**config.mk**
```make
export PLATFORM = sky130hd
export DESIGN_NAME = demux_slot_unpacker
export DESIGN_NICKNAME = d
export VERILOG_FILES = /design/src/rtl/demux_slot_unpacker.sv
export SDC_FILE = /design/constraint.sdc
export NUM_CORES = 1
export LEC_CHECK = 0
export CAP_MARGIN = 20
export CORE_MARGIN = 2
export CORE_UTILIZATION = 44
export DETAILED_ROUTE_END_ITERATION = 8
export GPL_TIMING_DRIVEN = 0
export PLACE_DENSITY = 0.83
export SYNTH_ARGS = -nofsm -noshare
export SYNTH_HDL_FRONTEND = slang
export SYNTH_SLANG_ARGS = --single-unit
```
**constraint.sdc**
```tcl
create_clock -name clk -period 3.2 [get_ports clk]
set_input_delay 0.64 -clock clk [delete_from_list [all_inputs] [get_ports clk]]
set_output_delay 0.64 -clock clk [all_outputs]
set_load 0.05 [all_outputs]
```
**src/rtl/demux_slot_unpacker.sv**
```systemverilog
// Keyed demultiplexer: collects (key, data) beats into NR_SLOT slots and presents
// the finished frame as one wide word with a slot-filled mask and an error flag.
module demux_slot_unpacker #(
    parameter int NR_SLOT  = 4,
    parameter int KEY_LEN  = 2,
    parameter int DATA_LEN = 2
) (
    input  logic                         clk,
    input  logic                         rst,
    input  logic                         in_valid,
    output logic                         in_ready,
    input  logic [KEY_LEN-1:0]           in_key,
    input  logic [DATA_LEN-1:0]          in_data,
    input  logic                         in_last,
    output logic                         out_valid,
    input  logic                         out_ready,
    output logic [NR_SLOT*DATA_LEN-1:0]  out_data,
    output logic [NR_SLOT-1:0]           out_mask,
    output logic                         out_err
);

    typedef enum logic {
        COLLECT,
        PRESENT
    } state_t;

    state_t state, state_next;

    logic [NR_SLOT-1:0][DATA_LEN-1:0] slot_q;
    logic [NR_SLOT-1:0]               mask_q;
    logic                             err_q;
    logic [NR_SLOT-1:0]               key_hit;
    logic                             key_bad;
    logic                             key_dup;
    logic                             beat_acc;
    logic                             out_hs;

    // One-hot decode of the key; a key matching no slot is out of range.
    always_comb begin
        key_hit = '0;
        for (int n = 0; n < NR_SLOT; n++) begin
            key_hit[n] = (in_key == KEY_LEN'(n));
        end
        key_bad = ~|key_hit;
        key_dup = |(key_hit & mask_q);
    end

    assign in_ready  = (state == COLLECT);
    assign out_valid = (state == PRESENT);
    assign beat_acc  = in_valid && in_ready;
    assign out_hs    = out_valid && out_ready;

    always_ff @(posedge clk or negedge rst) begin
        if (!rst) begin
            state <= COLLECT;
        end else begin
            state <= state_next;
        end
    end

    always_comb begin
        state_next = state;
        case (state)
            COLLECT: if (beat_acc && in_last) state_next = PRESENT;
            PRESENT: if (out_ready)           state_next = COLLECT;
            default:                          state_next = COLLECT;
        endcase
    end

    // Slot storage is wiped on the output handshake so unwritten slots of the
    // next frame read as zero.
    always_ff @(posedge clk or negedge rst) begin
        if (!rst) begin
            slot_q <= '0;
            mask_q <= '0;
            err_q  <= 1'b0;
        end else if (out_hs) begin
            slot_q <= '0;
            mask_q <= '0;
            err_q  <= 1'b0;
        end else if (beat_acc) begin
            for (int n = 0; n < NR_SLOT; n++) begin
                if (key_hit[n]) begin
                    slot_q[n] <= in_data;
                end
            end
            mask_q <= mask_q | key_hit;
            if (key_bad || key_dup) begin
                err_q <= 1'b1;
            end
        end
    end

    assign out_data = slot_q;
    assign out_mask = mask_q;
    assign out_err  = err_q;

endmodule

```
==> results.json, run 1 <==
{
  "fmax_mhz": 432,
  "final_cells": 96,
  "ys_async_sr_fraction_pct": 100,
  "finalClockSkew_ns": 0.00177,
  "synth_nets": 63,
  "h-tree-depth": 1,
  "routedWlPerCell_um": 13.3,
  "fin_nets": 91,
  "crit_fanout": 9,
  "post-route-period-util_pct": 72.4,
  "worst_pin_slew_ns": 0.623,
  "routed_via_density": 5.29,
  "cp-start-kind": "flop",
  "std_cell_rows": 13,
  "core_um2": 1320,
  "antenna_found_initial": 0,
  "irDropWorstVdd_v": 0.000395,
  "dp_cells": 92,
  "grt_max_degree": 15,
  "drc_errors": 0,
  "synthFlopType": "dfrtp_1",
  "worstPathCellList": "buf_6 -> inv_1 -> clkdlybuf4s50_1",
  "dp_slack_ns": 1.15,
  "critPathBufInv": 3,
  "grt_pass1_wl_um": 2230,
  "cts_sinks": 14,
  "synth_warnings": 0,
  "antenna_cells": 0,
  "clk_pin_slew_ns": 0.08,
  "insertion_delay_ns": 0.27,
  "rsz0062_at_grt": "no",
  "die_area_um2": 1760,
  "crit_required_ns": 2.56,
  "synth_area_leaders": "dfrtp_1 55%, mux2i_1 16%, nor2_1 7.1%, and4bb_2 4.0%, nor4b_4 3.8%",
  "synth.most_common_cell": "dfrtp_1",
  "r2r-start": "out_valid",
  "gp_congestion": 0.744,
  "dpl_cell_area_um2": 882,
  "p_per_area_nw_per_um2": 671,
  "dpl.hpwl_um": 945,
  "first_iter_violations": 5,
  "cpMaxStageDelayCell": "clkdlybuf4s50_1",
  "grt_usage_pct": 16.5,
  "status": "finished clean",
  "first_pass_iters": 4,
  "synth_seq_cells": 14,
  "vias": 508,
  "slew_violations": 0,
  "finalHoldViolations": 0,
  "fin_crit_ns": 2.32,
  "fin_setup_tns_ns": 0,
  "port_buffers": 23,
  "final_layout_size_suffix_gt1_share_pct": 9.88,
  "syn_avg_cell_area_um2": 11.7,
  "path_delay_family": "buffers and inverters",
  "start_util_pct": 48.1,
  "cp_data_arrival_time_ns": 1.68,
  "die_height_um": 41.9,
  "rrSetupSlack_ns": 1.92,
  "yosys.area.top_type_share_pct": 55.3,
  "hold_path_depth": 1,
  "slew_headroom_pct": 58.4,
  "synth_commonest_cells": "14 x dfrtp_1, 12 x nor2_1, 10 x mux2i_1, 4 x nand2_1, 2 x and4bb_2",
  "postCtsSetupRepairBufs": 0,
  "rr_worst_depth": 4,
  "setup_viol": 0,
  "cpPeakStageDelay_ns": 0.80,
  "die_x_um": 41.9,
  "min_to": "out_mask[1]",
  "cts_buffer_depth": 2,
  "cts-root-buf": "clkbuf_4",
  "io_pins": 24,
  "yosysTopAreaCell": "dfrtp_1",
  "syn_inst": 54,
  "cts-buffers-inserted": 3,
  "r2r-end": "out_data[1]",
  "cts_resized": 0,
  "ant_nets": 0,
  "cts.hold.buffers_added": 0,
  "hold_path.class": "reg2reg",
  "cp-end-kind": "primary output",
  "min_from": "out_mask[1]",
  "routed_wl_um": 1280,
  "grt_overflow_total": 0,
  "fin_util_pct": 69.7,
  "yosysSeqAreaShare_pct": 55.3,
  "fill_cells": 104,
  "syn_area_um2": 633,
  "synth_cell_type_count": 17,
  "grt_pass1_vias": 516,
  "area_growth_pct": 45.1,
  "synth_edf_count": 0,
  "drv_cap": 0,
  "final.setup.worst_slack_ns": 0.884,
  "leakage_nw": 0.417,
  "path_class": "reg2out",
  "cts_tree": "built",
  "stdcell_area_um2": 918
}
## cells by family (layout without fill, tap and decap cells)
group / count (synthesis) / count (layout) / share of synthesized area [%]
AOI/OAI and AO/OA: 3 / 3 / 3.36
muxes: 10 / 10 / 15.8
and+or+nand+nor: 24 / 24 / 22.5
DFF: 14 / 14 / 55.3
buffers and inverters: 3 / 30 / 2.96
## stage by stage
step	hold WS (ns)	power [mW]
2_1_floorplan	0.344	0.400
3_3_place_gp	0.487	0.494
3_5_place_dp	0.495	0.498
4_1_cts	0.515	0.623
5_1_grt	0.546	0.644
6_report	0.506	0.616
## how the worst max path moves through the flow
stage | start | to | slack [ns] | depth (start not counted)
finish | out_valid | in_ready | 0.88 | 3
global route | out_valid | in_ready | 0.79 | 3
CTS | out_valid | in_ready | 0.87 | 3
detailed placement | in_key[0] | out_data[5] | 1.15 | 4
global placement | out_valid | in_ready | 1.19 | 3
floorplan | out_valid | in_ready | 1.46 | 2
## flip-flops by register name, summed over array words and instances (netlist names)
name	cells
out_mask	4
out_data	8
out_valid	1
out_err	1
## placed cells by master, fill, tap and decap left out, drive strengths merged
cell type,count
buf,1
nor3,1
clkdlybuf4s50,23
nand4b,1
clkbuf,5
a21o,1
mux2i,10
nor2,12
inv,1
nand3,1
dfrtp,14
o31a,1
and2,1
nor4b,2
nand2,4
o21ai,1
and4bb,2
## cell type report
type                       instances  area [um^2]  share of cell area [%]
multi-input combinational         37          264                    28.7
tap                               15         18.8                    2.04
buffer                             2         15.0                    1.63
sequential                        14          350                    38.1
inverter                           1         3.75                   0.409
timing repair buffer              23          230                    25.1
clock buffer                       4         36.3                    3.95
## power breakdown
part	switching, mW	leakage [nW]	internal (mW)
clock	0.0544	0.0210	0.0690
combinational	0.170	0.215	0.0932
sequential	0.0200	0.181	0.209
total	0.244	0.417	0.371
## per-layer routing
metal / track usage [%] / vias to the layer above / routed length [um]
met4: 3.87 / 0 / 0
met5: 0 / - / 0
met1: 21.7 / 249 / 603
met3: 3.91 / 0 / 80
li1: - / 241 / -
met2: 27.5 / 18 / 597
Note: power is estimated with default switching activity, not from simulation.
==> inputs of run 2 (changes only) <==
--- a/config.mk
+++ b/config.mk
@@ -7,10 +7,10 @@
 export LEC_CHECK = 0
 export CAP_MARGIN = 20
 export CORE_MARGIN = 2
-export CORE_UTILIZATION = 44
+export CORE_UTILIZATION = 41
 export DETAILED_ROUTE_END_ITERATION = 8
 export GPL_TIMING_DRIVEN = 0
-export PLACE_DENSITY = 0.83
+export PLACE_DENSITY = 0.78
 export SYNTH_ARGS = -nofsm -noshare
 export SYNTH_HDL_FRONTEND = slang
 export SYNTH_SLANG_ARGS = --single-unit
==> constraint.sdc (replaced) <==
create_clock -name clk -period 2.3 [get_ports clk]
set_input_delay 0.46 -clock clk [delete_from_list [all_inputs] [get_ports clk]]
set_output_delay 0.46 -clock clk [all_outputs]
set_load 0.05 [all_outputs]
==> run 2 against run 1 <==
Clock power grew 11%. Global-route usage grew 0.24 points. Highest routed layer is now met4. Critical path depth did not move. Sequential share of layout area is 0.53 points higher. Utilization is 8.1 points lower. Routed wire length up 4.2%.
==> results.json, run 2 (synthesis gave the netlist of run 1 again) <==
{
  "stdcell_area_um2": 906,
  "cpMaxStageDelayCell": "clkdlybuf4s50_1",
  "port_buffers": 23,
  "post-route-period-util_pct": 93.4,
  "dpl.hpwl_um": 978,
  "std_cell_rows": 14,
  "p_switching_uw": 342,
  "finalPower_uw": 823,
  "r2r-end": "out_data[0]",
  "start_util_pct": 43.0,
  "dp_cells": 93,
  "grt_usage_pct": 16.8,
  "grt_pass1_vias": 509,
  "finalHoldViolations": 0,
  "fmax_mhz": 465,
  "grt_overflow_total": 0,
  "core_um2": 1470,
  "vias": 508,
  "cp-end-kind": "primary output",
  "cts_buffer_depth": 2,
  "gp_congestion": 0.716,
  "layout_commonest_cell": "clkdlybuf4s50_1",
  "worstPathCellList": "buf_6 -> inv_1 -> clkdlybuf4s50_1",
  "path_class": "reg2out",
  "min_from": "out_mask[1]",
  "rr_worst_depth": 4,
  "fill_cells": 143,
  "fin_util_pct": 61.6,
  "setup_viol": 0,
  "whs_ns": 0.519,
  "rsz0062_at_grt": "no",
  "drc_errors": 0,
  "cp_data_arrival_time_ns": 1.69,
  "cts_sinks": 14,
  "hold_path_depth": 1,
  "min_to": "out_mask[1]",
  "crit_required_ns": 1.84,
  "cts_resized": 0,
  "global_route.peak_usage_layer": "met2",
  "area_growth_pct": 43.1,
  "switching_share_pct": 41.5,
  "cpPeakStageDelay_ns": 0.80,
  "routedWlPerCell_um": 13.9,
  "drv_cap": 0,
  "ant_nets": 0,
  "finalClockSkew_ns": 0.00286,
  "hold_path.class": "reg2reg",
  "crit_fanout": 9,
  "grt_max_degree": 15,
  "cts-buffers-inserted": 3,
  "routed_wl_um": 1340,
  "p_int_uw": 481,
  "cts-root-buf": "clkbuf_4",
  "cp-start-kind": "flop",
  "power_frac_comb_pct": 44.6,
  "rrSetupSlack_ns": 0.98,
  "io_pins": 24,
  "final_layout_size_suffix_gt1_share_pct": 8.75,
  "final_cell_mix": "23 x clkdlybuf4s50_1, 14 x dfrtp_1, 12 x nor2_1",
  "h-tree-depth": 1,
  "r2r-start": "out_valid",
  "die_area_um2": 1870,
  "die_x_um": 43.3,
  "grt_pass1_wl_um": 2330,
  "grt_use_met2_pct": 25.7,
  "fin_crit_ns": 2.15,
  "fin_nets": 91,
  "first_iter_violations": 6,
  "slew_violations": 0,
  "worst_pin_slew_ns": 0.614,
  "dp_slack_ns": 0.431,
  "met1_usage_pct": 22.0,
  "p_per_area_nw_per_um2": 909,
  "clk_pin_slew_ns": 0.08,
  "irDropWorstVdd_v": 0.000580,
  "insertion_delay_ns": 0.28,
  "power_frac_clock_pct": 16.6,
  "postCtsSetupRepairBufs": 0,
  "final_cells": 96,
  "die_height_um": 43.3,
  "first_pass_iters": 5,
  "dpl_cell_area_um2": 883,
  "antenna_cells": 0,
  "routed_via_density": 5.29,
  "status": "finished clean",
  "grt_util_met3_pct": 3.40,
  "antenna_found_initial": 0,
  "largest_register_ffs": 8,
  "final.setup.worst_slack_ns": 0.151,
  "cts_tree": "built",
  "seqPwrFrac_pct": 38.8,
  "fin_setup_tns_ns": 0,
  "cts.hold.buffers_added": 0,
  "leakage_nw": 0.410,
  "slew_headroom_pct": 58.9
}
==> run 2: cell count changes in the layout (fill, tap and decap cells not counted), sizes merged <==
cell    before  now
clkbuf       5    4
==> run 2: worst max path at each step <==
| stage | slack [ns] | cells after the start | start | end |
|---|---|---|---|---|
| CTS | 0.15 | 3 | out_valid | in_ready |
| global route | 0.06 | 3 | out_valid | in_ready |
| detailed placement | 0.43 | 4 | in_key[0] | out_data[0] |
| floorplan | 0.74 | 2 | out_valid | in_ready |
| global placement | 0.47 | 3 | out_valid | in_ready |
| finish | 0.15 | 3 | out_valid | in_ready |
==> run 2: final cells by class <==
| cell class | instances | area [um^2] | area share [%] |
|---|---|---|---|
| multi-input cells | 37 | 264 | 29.1 |
| flip-flops and latches | 14 | 350 | 38.7 |
| inverters | 1 | 3.75 | 0.414 |
| repair buffers | 23 | 230 | 25.4 |
| clock buffers | 3 | 22.5 | 2.49 |
| plain buffers | 2 | 15.0 | 1.66 |
| well taps | 16 | 20.0 | 2.21 |
==> run 2: worst max-delay path: cells and delay by family, from the launching register on <==
| kind | cells | cell delay (ns) |
|---|---|---|
| buffers and inverters | 3 | 1.02 |
| flip-flops | 1 | 0.39 |
==> run 2: per-layer routing <==
metal | vias up | routed length [um]
met3 | 2 | 90
met4 | 0 | 8
met1 | 244 | 598
met5 | - | 0
met2 | 19 | 637
li1 | 243 | -
==> run 2: power groups by stage <==
| stage | clock, mW | combinational [mW] | sequential [mW] |
|---|---|---|---|
| 4_1_cts | 0.138 | 0.370 | 0.320 |
| 3_5_place_dp | 0 | 0.369 | 0.324 |
| 6_report | 0.137 | 0.367 | 0.319 |
| 2_1_floorplan | 0 | 0.0751 | 0.482 |
| 5_1_grt | 0.148 | 0.388 | 0.325 |
| 3_3_place_gp | 0 | 0.366 | 0.322 |
